$ cat src/rtl/aes_pkg.sv
// Shared AES decryption definitions: state geometry, InvSubBytes FSM states
// and the inverse S-box table reused by later decryption stages.
package aes_pkg;

  localparam int AES_STATE_W = 128;
  localparam int AES_BYTES   = 16;

  typedef enum logic [1:0] {
    IDLE = 2'd0,
    SUB  = 2'd1,
    DONE = 2'd2
  } sub_state_t;

  // Entry 0 is the leftmost byte, so INV_SBOX[x] is the inverse S-box of x.
  localparam logic [0:255][7:0] INV_SBOX = {
    128'h52096ad53036a538bf40a39e81f3d7fb,
    128'h7ce339829b2fff87348e4344c4dee9cb,
    128'h547b9432a6c2233dee4c950b42fac34e,
    128'h082ea16628d924b2765ba2496d8bd125,
    128'h72f8f66486689816d4a45ccc5d65b692,
    128'h6c704850fdedb9da5e154657a78d9d84,
    128'h90d8ab008cbcd30af7e45805b8b34506,
    128'hd02c1e8fca3f0f02c1afbd0301138a6b,
    128'h3a9111414f67dcea97f2cfcef0b4e673,
    128'h96ac7422e7ad3585e2f937e81c75df6e,
    128'h47f11a711d29c5896fb7620eaa18be1b,
    128'hfc563e4bc6d279209adbc0fe78cd5af4,
    128'h1fdda8338807c731b11210592780ec5f,
    128'h60517fa919b54a0d2de57a9f93c99cef,
    128'ha0e03b4dae2af5b0c8ebbb3c83539961,
    128'h172b047eba77d626e169146355210c7d
  };

endpackage

$ cat src/rtl/inv_sbox.sv
// Combinational AES inverse S-box: one byte in, its substitution out.
module inv_sbox
  import aes_pkg::*;
(
  input  logic [7:0] value,
  output logic [7:0] result
);

  assign result = INV_SBOX[value];

endmodule

$ cat src/rtl/inv_sub_bytes_iter.sv
// Iterative InvSubBytes: substitutes BYTES_PER_CYCLE state bytes per cycle,
// ascending byte order, with valid/ready handshakes on both sides.
module inv_sub_bytes_iter
  import aes_pkg::*;
#(
  parameter int BYTES_PER_CYCLE = 4
) (
  input  logic         clock,
  input  logic         reset_n,
  input  logic         in_valid,
  output logic         in_ready,
  input  logic [0:127] state_in,
  output logic         out_valid,
  input  logic         out_ready,
  output logic [0:127] state_out,
  output logic         busy
);

  localparam int NUM_GROUPS = AES_BYTES / BYTES_PER_CYCLE;
  localparam int CNT_W      = (NUM_GROUPS > 1) ? $clog2(NUM_GROUPS) : 1;

  if (!(BYTES_PER_CYCLE == 1 || BYTES_PER_CYCLE == 2 || BYTES_PER_CYCLE == 4 ||
        BYTES_PER_CYCLE == 8 || BYTES_PER_CYCLE == 16)) begin : g_bad_param
    $error("inv_sub_bytes_iter: BYTES_PER_CYCLE must be 1, 2, 4, 8 or 16");
  end

  sub_state_t                 state, next_state;
  logic [CNT_W-1:0]           cnt;
  logic [0:AES_STATE_W-1]     buffer, next_buf;
  logic                       accept, last_group;
  logic [7:0]                 sbox_in  [BYTES_PER_CYCLE];
  logic [7:0]                 sbox_out [BYTES_PER_CYCLE];

  function automatic logic [6:0] byte_pos(input logic [CNT_W-1:0] g, input int i);
    return 7'((int'(g) * BYTES_PER_CYCLE + i) * 8);
  endfunction

  assign last_group = (cnt == CNT_W'(NUM_GROUPS - 1));
  assign accept     = in_valid && in_ready;
  assign state_out  = buffer;

  // Group mux: the counter selects which slice of the buffer feeds the S-boxes.
  always_comb begin
    next_buf = buffer;
    for (int i = 0; i < BYTES_PER_CYCLE; i++) begin
      sbox_in[i] = buffer[byte_pos(cnt, i) +: 8];
      next_buf[byte_pos(cnt, i) +: 8] = sbox_out[i];
    end
  end

  for (genvar i = 0; i < BYTES_PER_CYCLE; i++) begin : g_sbox
    inv_sbox u_sbox (
      .value  (sbox_in[i]),
      .result (sbox_out[i])
    );
  end

  always_comb begin
    next_state = state;
    in_ready   = 1'b0;
    out_valid  = 1'b0;
    busy       = 1'b0;
    case (state)
      IDLE: begin
        in_ready = 1'b1;
        if (in_valid) next_state = SUB;
      end
      SUB: begin
        busy = 1'b1;
        if (last_group) next_state = DONE;
      end
      DONE: begin
        out_valid = 1'b1;
        in_ready  = out_ready;
        if (out_ready) next_state = in_valid ? SUB : IDLE;
      end
      default: next_state = IDLE;
    endcase
  end

  always_ff @(posedge clock) begin
    if (!reset_n) begin
      state  <= IDLE;
      cnt    <= '0;
      buffer <= '0;
    end else begin
      state <= next_state;
      if (accept) begin
        buffer <= state_in;
        cnt    <= '0;
      end else if (state == SUB) begin
        buffer <= next_buf;
        cnt    <= last_group ? '0 : cnt + 1'b1;
      end
    end
  end

endmodule

$ cat config.mk
export PLATFORM = sky130hd
export DESIGN_NAME = inv_sub_bytes_iter
export DESIGN_NICKNAME = d
export VERILOG_FILES = /design/src/rtl/aes_pkg.sv /design/src/rtl/inv_sbox.sv /design/src/rtl/inv_sub_bytes_iter.sv
export SDC_FILE = /design/constraint.sdc
export NUM_CORES = 1
export LEC_CHECK = 0
export BUFFER_PORTS_ARGS = -buffer_cell sky130_fd_sc_hd__buf_4
export CAP_MARGIN = 20
export CELL_PAD_IN_SITES_DETAIL_PLACEMENT = 1
export CELL_PAD_IN_SITES_GLOBAL_PLACEMENT = 2
export CORE_UTILIZATION = 37
export DETAILED_ROUTE_END_ITERATION = 10
export PLACE_DENSITY = 0.86
export SLEW_MARGIN = 10
export SYNTH_ARGS = -nofsm -noshare
export SYNTH_HDL_FRONTEND = slang
export SYNTH_SLANG_ARGS = --single-unit
$ cat constraint.sdc
create_clock -name clock -period 8.36 [get_ports clock]
set_input_delay 0 -clock clock [delete_from_list [all_inputs] [get_ports clock]]
set_output_delay 0 -clock clock [all_outputs]
set_load 0.01 [all_outputs]
==> results.py, run 1 <==
metrics = {
    "timing": {
        "fmax_ghz": 0.172,
        "slew-limit-headroom": 0.263,
        "postLayoutSetupSlackWorst_ns": 2.55,
        "worstMarginPinSlew_ns": 1.10,
        "finalHoldViolCount": 0,
        "slew_viol_final": 0,
        "min_period_ns": 5.81,
        "setup_tns_ns": 0,
        "setup_viol": 0,
        "min_period_over_period": 0.695,
        "skew_ns": 0.0164,
        "rsz0062_at_grt": "false",
    },
    "critical_path": {
        "endpoint_kind": "register",
        "worstSetupStartpointType": "register",
        "critPathArrivalTime_ns": 6.26,
        "worst-r2r-cell-count": 14,
        "path_class": "reg2reg",
        "cp.required_ns": 8.81,
        "worstPathMaxFanout": 41,
    },
    "power": {
        "peakVddDrop_uv": 185,
        "leakage_nw": 8.99,
        "powerDensity_mw_per_mm2": 224,
    },
    "finish": {
        "nets": 3249,
        "fin_area_sq_mm": 0.0241,
        "final_cells": 3748,
        "drive_above_1_share": 0.155,
        "syn_to_final_growth_pct": 19.7,
    },
    "global_route": {
        "antenna_found_initial": 7,
        "grt_pass1_wl_um": 181000,
        "grt_max_degree": 108,
        "gr-usage-all-layers": 0.425,
        "grt_pass1_vias": 26900,
        "grt.overflow.total": 0,
    },
    "detailed_routing": {
        "drc": 0,
        "drt-total-wl_um": 122000,
        "post_drt_via_cell_ratio": 7.34,
        "drt-initial-drc-count": 4211,
        "drtPass1Iterations": 6,
        "vias": 27500,
        "wl_per_cell_um": 32.7,
        "postRouteAntennaNets": 0,
    },
    "clock_tree": {
        "cts-resized-gates": 0,
        "holdBufCountCts": 155,
        "cts_sinks": 132,
        "cts_max_level": 4,
        "clock-root-buffer": "clkbuf_16",
        "numCtsBuffers": 17,
        "postCtsSetupBuffers": 0,
        "clock_latency_ns": 0.51,
        "cts.clk_slew.worst_paths_ns": 0.07,
        "clockBufferDepth": 2,
        "tritoncts": "built",
    },
    "logic_synthesis": {
        "syn_avg_cell_area_sq_um": 7.04,
        "ys_top_cells_by_count": "316 x nand2_1, 214 x o21ai_0, 208 x a21oi_1, 178 x a22o_1, 175 x nor2_1",
        "synth_xor_area_frac": 0.00510,
        "synth.most_common_cell": "nand2_1",
        "synth_fa_ha_area_frac": 0.0522,
        "yosysWarnings": 0,
        "synth_edf_count": 0,
        "yosysTopAreaCell": "dfxtp_1",
        "synth-main-ff-cell": "dfxtp_1",
        "synth_mux_area_frac": 0.0777,
        "synth_compound_area_frac": 0.423,
        "syn-num-nets": 3077,
        "synthTopCellsByArea": "dfxtp_1 13%, a22o_1 7.7%, nand2_1 5.9%",
        "ys_types": 103,
        "synth_top_area_share": 0.131,
        "seq_area_frac_synth": 0.131,
        "syn_inst": 2861,
        "synth_top_family_by_area": "compound AO/OA/AOI/OAI gates",
        "synth_area_sq_mm": 0.0201,
        "synth_simple_gate_area_frac": 0.224,
        "synthArstFlopShare": 0,
        "ys_ff_latch": 132,
    },
    "run_status": {
        "outcome": "complete, no violations",
    },
    "die": {
        "dieArea_sq_mm": 0.0554,
        "io_pins": 263,
        "row_count": 85,
        "start_util": 0.374,
        "coreArea_sq_mm": 0.0538,
        "die_y_um": 235,
        "die_width_um": 235,
    },
    "placement": {
        "dp_hpwl_um": 81300,
        "placed_cell_area_sq_mm": 0.0219,
        "place_ws_ns": 2.97,
        "io_buffers": 262,
        "place_inst": 3554,
        "place_congestion": 1.05,
    },
    "min_path": {
        "min_path_cells": 4,
        "min_path_type": "in2reg",
    },
    "run": {
        "maxCapViolCount": 0,
    },
}
## per-stage QoR
step | power (mW) | hold WS, ns | util
after floorplan | 3.12 | 0.138 | -
after global placement | 4.30 | 0.238 | 0.407
after detailed placement | 4.32 | 0.241 | 0.407
after CTS | 5.20 | 0.321 | 0.447
after global routing | 5.57 | 0.309 | 0.448
final | 5.41 | 0.282 | 0.448
## flip-flops by register name, summed over array words and instances, names as in the netlist
| signal | cells |
|---|---|
| cnt | 2 |
| state | 2 |
| state_out | 128 |
## where the power goes
part	internal [mW]	switching [mW]
clock	0.444	0.367
combinational	1.21	2.63
sequential	0.684	0.0774
total	2.34	3.07
## final timing paths
path / startpoint / endpoint / slack [ns]
min reg2reg: state_out[127] / state_out[127] / 0.62
max: cnt[0] / state_out[52] / 2.55
min: reset_n / state_out[105] / 0.28
max reg2reg: cnt[0] / state_out[52] / 2.55
## layout by cell type (no fill, tap or decap), types with 21 or more instances in the layout
cell type / count
o221ai_1: 22
nor2b_1: 29
o211ai_1: 78
nor2_1: 175
o22ai_1: 30
o21ai_0: 214
ha_1: 84
buf_4: 326
o21ai_1: 34
and3_1: 24
a211oi_1: 59
mux2i_1: 69
dlygate4sd3_1: 155
mux4_2: 23
a21oi_1: 204
inv_1: 32
o311ai_0: 27
dfxtp_1: 130
nor4_1: 21
a31oi_1: 74
nor3_1: 80
nand3_1: 116
nand2b_1: 66
a311oi_1: 62
and2_1: 31
a22o_1: 178
a32o_1: 23
nand2_1: 316
## kinds of logic (layout without fill, tap and decap cells)
group | Yosys count | after routing
and+or+nand+nor | 942 | 942
adders and majority gates | 84 | 84
xor gates and xnor gates | 10 | 10
AOI/OAI and AO/OA | 1206 | 1206
DFF | 132 | 132
other | 0 | 6
buffers and inverters | 366 | 551
muxes | 121 | 121
## routing by layer
| metal | track usage | part of all wire | vias to the layer above |
|---|---|---|---|
| met1 | 0.545 | 0.39 | 13500 |
| met4 | 0.253 | 0.065 | 2 |
| met5 | 0 | 0.000090 | - |
| met3 | 0.103 | 0.11 | 518 |
| met2 | 0.646 | 0.43 | 2110 |
| li1 | - | - | 11400 |
## worst max-delay path, stage by stage (launching register included)
cell and delay [ns]:
dfxtp_4 0.85, buf_4 0.47, mux4_2 0.26, buf_4 0.40
inv_1 0.39, ha_1 0.70, buf_4 0.31, nand2b_1 0.28
a311oi_1 0.35, a311oi_1 0.09, a311oi_1 0.37, nor3_1 0.09
nor2_1 0.33, a22o_1 0.24, dlygate4sd3_1 0.57
## layout make-up
class / instances / area, sq um
tap: 696 / 871
antenna: 6 / 15.0
timing repair buffer: 482 / 4030
inverter: 37 / 141
fill: 6737 / 29700
multi-input combinational: 2363 / 15800
clock buffer: 17 / 425
sequential: 132 / 2650
clock inverter: 15 / 170
Note: power is estimated with default switching activity, not from simulation.
==> inputs of run 2 (changes only) <==
--- a/config.mk
+++ b/config.mk
@@ -9,9 +9,9 @@
 export CAP_MARGIN = 20
 export CELL_PAD_IN_SITES_DETAIL_PLACEMENT = 1
 export CELL_PAD_IN_SITES_GLOBAL_PLACEMENT = 2
-export CORE_UTILIZATION = 37
+export CORE_UTILIZATION = 34
 export DETAILED_ROUTE_END_ITERATION = 10
-export PLACE_DENSITY = 0.86
+export PLACE_DENSITY = 0.8
 export SLEW_MARGIN = 10
 export SYNTH_ARGS = -nofsm -noshare
 export SYNTH_HDL_FRONTEND = slang
==> constraint.sdc (replaced) <==
create_clock -name clock -period 5.6 [get_ports clock]
set_input_delay 0 -clock clock [delete_from_list [all_inputs] [get_ports clock]]
set_output_delay 0 -clock clock [all_outputs]
set_load 0.01 [all_outputs]
==> run 2 against run 1 <==
Against the previous run:
- hold slack got worse by 0.23 ns
- fmax up 21%
- sequential cell count stayed put
- die area increased by 8.7%
- cell area increased by 0.65%
- routed wire length is 1.8% higher
- via count shrank 0.24%
- global-route usage fell by 2.6 points
- power increased by 51%
- largest cell class unchanged
- largest power group unchanged
- highest routed layer unchanged
==> results.py, run 2 (synthesized netlist as in run 1, its figures left out) <==
metrics = {
    "run_status": {
        "outcome": "complete, no violations",
    },
    "clock_tree": {
        "cts_sinks": 132,
        "clock_latency_ns": 0.51,
        "cts_max_level": 4,
        "numCtsBuffers": 17,
        "cts.clk_slew.worst_paths_ns": 0.06,
        "clockBufferDepth": 2,
        "postCtsSetupBuffers": 0,
        "clock-root-buffer": "clkbuf_16",
        "holdBufCountCts": 131,
        "cts-resized-gates": 0,
        "tritoncts": "built",
    },
    "timing": {
        "setup_tns_ns": 0,
        "slew_viol_final": 0,
        "finalHoldViolCount": 0,
        "slew-limit-headroom": 0.216,
        "setup_viol": 0,
        "rsz0062_at_grt": "false",
        "postLayoutSetupSlackWorst_ns": 0.797,
        "min_period_ns": 4.80,
        "skew_ns": 0.0192,
        "min_period_over_period": 0.858,
        "fmax_ghz": 0.208,
        "hold_ws_ns": 0.0478,
        "worstMarginPinSlew_ns": 1.17,
    },
    "run": {
        "maxCapViolCount": 0,
    },
    "global_route": {
        "grt_pass1_vias": 27400,
        "antenna_found_initial": 3,
        "gr-usage-all-layers": 0.400,
        "grt.overflow.total": 0,
        "grt_max_degree": 83,
        "grt_pass1_wl_um": 182000,
    },
    "critical_path": {
        "cp_slowest_cell": "o21ai_0",
        "path_buf_inv": 2,
        "critPathArrivalTime_ns": 5.19,
        "cp.required_ns": 5.99,
        "worstSetupStartpointType": "register",
        "cp_top_family": "compound AO/OA/AOI/OAI gates",
        "endpoint_kind": "register",
        "crit_chain": "buf_4 -> mux4_2 -> buf_4 -> nand2b_1 -> o22ai_1 -> o21ai_0 -> a21oi_1 -> a21oi_1 -> a21oi_1 -> a22o_1",
        "crit_path_max_incr_delay_ns": 0.92,
        "path_class": "reg2reg",
        "path_common_cell": "a21oi_1",
        "worstPathMaxFanout": 34,
    },
    "detailed_routing": {
        "vias": 27500,
        "drt-initial-drc-count": 3932,
        "drc": 0,
        "postRouteAntennaNets": 0,
        "drtPass1Iterations": 7,
        "post_drt_via_cell_ratio": 7.16,
        "wl_per_cell_um": 32.5,
        "drt-total-wl_um": 125000,
    },
    "finish": {
        "syn_to_final_growth_pct": 20.5,
        "largest_reg_flops": 128,
        "multi_input_area_sq_mm": 0.0158,
        "drive_above_1_share": 0.168,
        "final_common_cell": "buf_4",
        "fillers": 7168,
        "regArea_sq_mm": 0.00265,
        "final_cells": 3833,
        "nets": 3270,
        "final_cell_mix": "369 x buf_4, 316 x nand2_1, 214 x o21ai_0, 204 x a21oi_1, 178 x a22o_1",
    },
    "die": {
        "coreArea_sq_mm": 0.0581,
        "io_pins": 263,
        "start_util": 0.346,
        "die_width_um": 245,
        "dieArea_sq_mm": 0.0602,
        "die_y_um": 245,
        "row_count": 88,
    },
    "placement": {
        "place_ws_ns": 0.902,
        "dp_hpwl_um": 86200,
        "place_inst": 3669,
        "place_congestion": 1.08,
        "io_buffers": 262,
    },
    "power": {
        "leakage_nw": 9.06,
        "peakVddDrop_uv": 233,
        "powerDensity_mw_per_mm2": 337,
        "total_power_mw": 8.17,
    },
    "min_path": {
        "min_path_type": "in2reg",
    },
}
==> run 2: report_power, final <==
part,internal [mW],leakage [nW],switching (mW),total (mW)
Combinational,1.86,7.70,3.99,5.85
Clock,0.650,0.269,0.536,1.19
Sequential,1.02,1.09,0.111,1.13
==> run 2: through the flow <==
| stage | utilization | area [sq um] |
|---|---|---|
| 6_report | 0.417 | 24300 |
| 5_1_grt | 0.417 | 24300 |
| 4_1_cts | 0.417 | 24300 |
| 3_5_place_dp | 0.385 | 22400 |
| 3_3_place_gp | 0.385 | 22400 |
| 2_1_floorplan | - | 20100 |
==> run 2: worst reg2reg max path, cell delays in order (launching register included) <==
cell and delay (ns):
dfxtp_4 0.76, buf_4 0.44, mux4_2 0.79, buf_4 0.38
nand2b_1 0.38, o22ai_1 0.23, o21ai_0 0.92, a21oi_1 0.21
a21oi_1 0.21, a21oi_1 0.14, a22o_1 0.24
==> run 2: final timing paths <==
path | start | end | cells after the start | slack, ns
worst max-delay path | cnt[0] | state_out[118] | 10 | 0.80
worst min-delay path | reset_n | state_out[23] | 3 | 0.05
worst max register to register | cnt[0] | state_out[118] | 10 | 0.80
worst min register to register | state_out[35] | state_out[35] | 3 | 0.62
==> run 2: layout make-up <==
class | count | share of cell area
tap | 765 | 0.0395
antenna | 2 | 0.000206
timing repair buffer | 503 | 0.171
clock buffer | 19 | 0.0178
sequential | 132 | 0.109
multi-input combinational | 2363 | 0.651
clock inverter | 12 | 0.00547
inverter | 37 | 0.00583
==> run 2: metal layers <==
metal  GRT usage  vias up  wire [um]
li1            -    11400          -
met1       0.494    13400      47800
met2       0.622     2111      55000
met3       0.106      525      14000
met4       0.235        4       7840
met5           0        -         27
